File: config.mk
export PLATFORM = sky130hd
export DESIGN_NAME = updown_counter_sequencer_flat
export DESIGN_NICKNAME = d
export VERILOG_FILES = /design/src/rtl/updown_counter_sequencer_if.sv /design/src/rtl/updown_counter_sequencer.sv /design/src/flat_wrapper.sv
export SDC_FILE = /design/constraint.sdc
export NUM_CORES = 1
export LEC_CHECK = 0
export CAP_MARGIN = 20
export CORE_MARGIN = 2
export CORE_UTILIZATION = 35
export DETAILED_ROUTE_END_ITERATION = 7
export GPL_TIMING_DRIVEN = 0
export PLACE_DENSITY = 0.57
export SLEW_MARGIN = 0
export SYNTH_ARGS = -nofsm -noshare
export SYNTH_HDL_FRONTEND = slang
export SYNTH_SLANG_ARGS = --single-unit
export TNS_END_PERCENT = 5
File: constraint.sdc
create_clock -name clk -period 3.2 [get_ports clk]
set_clock_uncertainty 0.05 [all_clocks]
set_input_delay 0.48 -clock clk [delete_from_list [all_inputs] [get_ports clk]]
set_output_delay 0.48 -clock clk [all_outputs]
set_load 0.005 [all_outputs]
File: src/rtl/updown_counter_sequencer_if.sv
// Command channel for the up/down counter sequencer: a valid/ready
// handshake carrying the run mode, the step interval and the step count.
interface updown_counter_sequencer_if #(
  parameter int PRESCALE_W = 16,
  parameter int STEPS_W    = 8
) ();
  logic                  cmd_valid;
  logic                  cmd_ready;
  logic [1:0]            cmd_mode;
  logic [PRESCALE_W-1:0] cmd_div;
  logic [STEPS_W-1:0]    cmd_steps;

  // Command source: offers commands and observes ready
  modport master (
    output cmd_valid, cmd_mode, cmd_div, cmd_steps,
    input  cmd_ready
  );

  // Sequencer side: accepts commands and reports ready
  modport slave (
    input  cmd_valid, cmd_mode, cmd_div, cmd_steps,
    output cmd_ready
  );
endinterface

File: src/rtl/updown_counter_sequencer.sv
// Sequencer for the 2-bit up/down counter datapath. Accepts a run command,
// paces step strobes with a prescaler, picks the step direction according to
// the run mode and ends the run after a programmed step count or on stop.
module updown_counter_sequencer #(
  parameter int PRESCALE_W = 16,
  parameter int STEPS_W    = 8
) (
  input  logic                         clk,
  input  logic                         reset,
  updown_counter_sequencer_if.slave    cmd,
  input  logic                         stop,
  input  logic [1:0]                   cnt_value,
  output logic                         cnt_step,
  output logic                         cnt_dir,
  output logic                         busy,
  output logic                         done,
  output logic                         wrap
);

  localparam logic [1:0] MODE_UP     = 2'b00;
  localparam logic [1:0] MODE_DOWN   = 2'b01;
  localparam logic [1:0] MODE_BOUNCE = 2'b10;
  localparam logic [1:0] MODE_HOLD   = 2'b11;

  typedef enum logic [1:0] {
    S_IDLE = 2'd0,
    S_RUN  = 2'd1,
    S_DONE = 2'd2
  } state_t;

  state_t                state_q, state_d;
  logic [1:0]            mode_q, mode_d;
  logic [PRESCALE_W-1:0] div_q, div_d;
  logic [PRESCALE_W-1:0] prescaler_q, prescaler_d;
  logic [STEPS_W-1:0]    remaining_q, remaining_d;
  logic                  unlimited_q, unlimited_d;
  logic                  dir_q, dir_d;

  // Direction the next step would take; bounce reverses at the end stops
  // and otherwise keeps the direction of the previous step.
  logic dir_sel;
  always_comb begin
    dir_sel = dir_q;
    case (mode_q)
      MODE_UP:     dir_sel = 1'b0;
      MODE_DOWN:   dir_sel = 1'b1;
      MODE_BOUNCE: begin
        if (cnt_value == 2'd3)      dir_sel = 1'b1;
        else if (cnt_value == 2'd0) dir_sel = 1'b0;
        else                        dir_sel = dir_q;
      end
      default:     dir_sel = dir_q;
    endcase
  end

  // Next-state and output decode: handshake in IDLE, pacing and step-count
  // bookkeeping in RUN (stop overrides any step due that cycle), pulse in DONE.
  always_comb begin
    state_d     = state_q;
    mode_d      = mode_q;
    div_d       = div_q;
    prescaler_d = prescaler_q;
    remaining_d = remaining_q;
    unlimited_d = unlimited_q;
    dir_d       = dir_q;
    cmd.cmd_ready = 1'b0;
    cnt_step    = 1'b0;
    cnt_dir     = 1'b0;
    busy        = 1'b0;
    done        = 1'b0;
    wrap        = 1'b0;

    case (state_q)
      S_IDLE: begin
        cmd.cmd_ready = 1'b1;
        if (cmd.cmd_valid) begin
          mode_d      = cmd.cmd_mode;
          div_d       = cmd.cmd_div;
          remaining_d = cmd.cmd_steps;
          unlimited_d = (cmd.cmd_steps == '0);
          prescaler_d = '0;
          dir_d       = (cmd.cmd_mode == MODE_DOWN);
          state_d     = S_RUN;
        end
      end

      S_RUN: begin
        busy = 1'b1;
        if (stop) begin
          prescaler_d = '0;
          remaining_d = '0;
          state_d     = S_IDLE;
        end else if (mode_q != MODE_HOLD) begin
          if (prescaler_q == div_q) begin
            prescaler_d = '0;
            cnt_step    = 1'b1;
            cnt_dir     = dir_sel;
            dir_d       = dir_sel;
            wrap        = ((mode_q == MODE_UP)   && (cnt_value == 2'd3)) ||
                          ((mode_q == MODE_DOWN) && (cnt_value == 2'd0));
            if (!unlimited_q && (remaining_q != '0)) begin
              remaining_d = remaining_q - 1'b1;
              if (remaining_q == STEPS_W'(1)) state_d = S_DONE;
            end
          end else begin
            prescaler_d = prescaler_q + 1'b1;
          end
        end
      end

      S_DONE: begin
        done    = 1'b1;
        state_d = S_IDLE;
      end

      default: state_d = S_IDLE;
    endcase
  end

  // State registers with synchronous reset; reset abandons any run at once.
  always_ff @(posedge clk) begin
    if (reset) begin
      state_q     <= S_IDLE;
      mode_q      <= MODE_UP;
      div_q       <= '0;
      prescaler_q <= '0;
      remaining_q <= '0;
      unlimited_q <= 1'b0;
      dir_q       <= 1'b0;
    end else begin
      state_q     <= state_d;
      mode_q      <= mode_d;
      div_q       <= div_d;
      prescaler_q <= prescaler_d;
      remaining_q <= remaining_d;
      unlimited_q <= unlimited_d;
      dir_q       <= dir_d;
    end
  end

endmodule
File: src/flat_wrapper.sv
// flat-port wrapper written by rule: the top's interface ports become plain ports
module updown_counter_sequencer_flat 
#(
  parameter int PRESCALE_W = 16,
  parameter int STEPS_W    = 8
)
  (clk, reset, stop, cnt_value, cnt_step, cnt_dir, busy, done, wrap, cmd_cmd_valid, cmd_cmd_mode, cmd_cmd_div, cmd_cmd_steps, cmd_cmd_ready);
  updown_counter_sequencer_if #(.PRESCALE_W(PRESCALE_W), .STEPS_W(STEPS_W)) cmd_i ();
  input  logic clk;
  input  logic reset;
  input  logic stop;
  input  logic [1:0] cnt_value;
  output logic cnt_step;
  output logic cnt_dir;
  output logic busy;
  output logic done;
  output logic wrap;
  input wire logic [$bits(cmd_i.cmd_valid)-1:0] cmd_cmd_valid;
  input wire logic [$bits(cmd_i.cmd_mode)-1:0] cmd_cmd_mode;
  input wire logic [$bits(cmd_i.cmd_div)-1:0] cmd_cmd_div;
  input wire logic [$bits(cmd_i.cmd_steps)-1:0] cmd_cmd_steps;
  output wire logic [$bits(cmd_i.cmd_ready)-1:0] cmd_cmd_ready;
  assign cmd_i.cmd_valid = cmd_cmd_valid;
  assign cmd_i.cmd_mode = cmd_cmd_mode;
  assign cmd_i.cmd_div = cmd_cmd_div;
  assign cmd_i.cmd_steps = cmd_cmd_steps;
  assign cmd_cmd_ready = cmd_i.cmd_ready;
  updown_counter_sequencer #(.PRESCALE_W(PRESCALE_W), .STEPS_W(STEPS_W)) u_core (.clk(clk), .reset(reset), .cmd(cmd_i), .stop(stop), .cnt_value(cnt_value), .cnt_step(cnt_step), .cnt_dir(cnt_dir), .busy(busy), .done(done), .wrap(wrap));
endmodule
==> metrics.cfg <==
[sta]
fin_crit_ns = 3.03
slew_headroom_pct = 60.1
drv_slew = 0
finalHoldViolCount = 0
finalSetupTns_ns = 0
tightest_slew_ns = 0.599
fmaxAchievable_mhz = 330
setup_viol_count_final = 0
rsz0062_at_grt = no
fin_crit_sh_pct = 94.6

[floorplanning]
rows = 30
die_w_um = 87.9
pin_count = 38
die_area_um2 = 7730
initial_core_util_pct = 36.3
die_h_um = 87.9
core_area_um2 = 6790

[placement]
port_buffers = 37
gp_congestion = 0.857
dp_hpwl_um = 4570

[clock_tree]
cts-root-buf = clkbuf_8
cts.clk_slew.worst_paths_ns = 0.09
h-tree-depth = 2
cts_buffers = 5
cts-hold-fix-buffers = 0
clock-sinks = 46
post_cts.repair.setup_buffers = 0
clk_path_buf_depth = 2
clk_latency_ns = 0.30
cts_tree = yes

[synth]
syn-num-nets = 339
yosysMostFrequentCell = nand2_1
synth_xor_area_share_pct = 11.7
ys.flop_type = dfxtp_1
ys_ff_latch = 46
synth_cell_types = 45
synth-compound-area-share_pct = 15.1
netlist_area_um2 = 2460
synthArstFlopShare_pct = 0
yosys-mux-area-fraction_pct = 1.68
synthAdderAreaFrac_pct = 2.03
syn_area_per_cell_um2 = 8.13
synthTopCellsByArea = dfxtp_1, xor2_1, nand2_1, a21oi_1, nor2_1
synth_edf_count = 0
synth_cells = 303
synthSimpleGateAreaFrac_pct = 27.4
yosysTopAreaCellShare_pct = 37.4
yosys.area.top_type = dfxtp_1
synth_commonest_cells = nand2_1, dfxtp_1, nor2_1
synth_top_family_by_area = simple AND/OR/NAND/NOR gates
ys_seq_area_share_pct = 37.4
yosysWarningCount = 0

[setup_path]
r2r_slack_ns = 1.03
critical_path_class = reg -> out
critPathArrivalTime_ns = 2.50
worstReg2RegEnd = u_core.remaining_q[1]
cp.required_ns = 2.67
reg2reg_from = u_core.prescaler_q[2]
crit_path_max_fanout = 7
reg2reg_depth = 7
worstSetupEndpointType = output pin
start_kind = flop

[layout]
synthToLayoutAreaGrowth_pct = 24.6
drive_gt1_share_pct = 10.1
antenna_cells = 0
final_nets = 383

[power]
peakVddDrop_v = 0.000176
powerDensity_nw_per_um2 = 461
cellLeakagePower_nw = 1.20
p_total_w = 0.00141

[route]
drtAntennaViolNets = 0
wire_per_inst_um = 13.6
firstDrtPassIters = 4
wl_um = 6020
drc = 0
vias_per_cell = 4.98
vias = 2212
drt_iter0_drc = 66

[grt]
antenna_found_initial = 0
grt_usage_pct = 16.8
overflow = 0
grt_pass1_vias = 2133
grt_pass1_wl_um = 10100
grt_max_degree = 15

[job]
drv_cap = 0

[worst_hold_path]
hp-start = u_core.div_q[11]
worstHoldEndpoint = u_core.div_q[11]
hold_class = reg -> reg
whs_path_depth = 2

[run_status]
status = completed

cells by family (layout without fill, tap and decap cells):
group	Yosys count	count (layout)
DFF	46	46
xor gates and xnor gates	33	33
AOI/OAI and AO/OA	56	56
muxes	4	4
adders and majority gates	4	4
and+or+nand+nor	137	137
buffers and inverters	23	68
routing by layer:
metal | track usage [%] | share of wire [%]
met1 | 21.7 | 47
met2 | 28.2 | 50
met3 | 3.96 | 3.0
met4 | 4.20 | 0.66
met5 | 0 | 0
state kept, by name, summed over array words and instances (netlist names):
signal	count
u_core.div_q	16
u_core.remaining_q	8
u_core.mode_q	2
u_core.dir_q	1
u_core.unlimited_q	1
u_core.prescaler_q	16
u_core.state_q	2
report_power, final:
part	internal, W	switching (W)
Sequential	0.000614	0.0000403
Clock	0.000174	0.000199
Combinational	0.000171	0.000216
metrics by stage:
step           hold WS (ns)  cells  instance area, µm²  worst slack [ns]  util, %
2_1_floorplan         0.398    303                2460              1.24        -
3_3_place_gp          0.406    436                2950             0.304     43.5
3_5_place_dp          0.414    436                2950             0.326     43.5
4_1_cts               0.426    444                3050            0.0301     44.9
5_1_grt               0.443    444                3070            0.0217     45.2
6_report              0.423    444                3070             0.173     45.2
placed cells by master, fill, tap and decap left out, types with 2 or more instances in the layout:
cell type,Yosys,routed
nand2_1,53,52
dfxtp_1,46,42
clkdlybuf4s50_1,0,37
nor2_1,34,34
a21oi_1,26,26
xor2_1,25,25
clkbuf_1,9,9
nand4_1,9,9
xnor2_1,8,8
inv_1,7,7
nand3_1,7,7
o21ai_0,6,6
clkbuf_8,0,6
nor3_1,6,5
a31oi_1,5,5
nor4_2,3,4
nor4_1,5,4
ha_1,4,4
dfxtp_2,0,4
buf_6,3,3
and4_1,3,3
or3_1,3,3
a21o_1,3,3
mux2i_1,3,3
and3_1,3,3
a211oi_1,3,3
a22oi_1,3,3
nand2b_1,2,2
buf_2,3,2
a2111oi_2,2,2
and2_1,2,2
critical path, stage by stage (launching register included):
cell             delay, ns
dfxtp_1               0.30
buf_2                 0.16
xor2_1                0.15
nor4_2                0.35
and4_1                0.25
clkbuf_4              0.19
nand2_2               0.10
nor3_2                0.18
clkdlybuf4s50_1       0.51
how the worst max path moves through the flow:
stage	start	end	slack, ns	cells after the start
2_1_floorplan	u_core.prescaler_q[2]	wrap	1.24	7
5_1_grt	u_core.prescaler_q[2]	wrap	0.02	8
3_3_place_gp	stop	wrap	0.30	5
3_5_place_dp	stop	wrap	0.33	5
6_report	u_core.prescaler_q[2]	wrap	0.17	8
4_1_cts	u_core.prescaler_q[2]	wrap	0.03	8
area by class of cell:
| cell class | count | area [µm²] |
|---|---|---|
| clock buffers | 6 | 82.6 |
| inverters | 7 | 26.3 |
| flip-flops and latches | 46 | 926 |
| well taps | 96 | 120 |
| clock inverters | 2 | 12.5 |
| plain buffers | 16 | 92.6 |
| multi-input cells | 234 | 1440 |
| fillers | 730 | 3720 |
| repair buffers | 37 | 370 |
what timing repair did:
item / 4_1_cts / 5_1_grt
endpoints found under the hold margin: 0 / 0
endpoints found under the setup margin: 0 / 3
gates resized for setup: 0 / 8
Power figures use the tool's default switching activity.
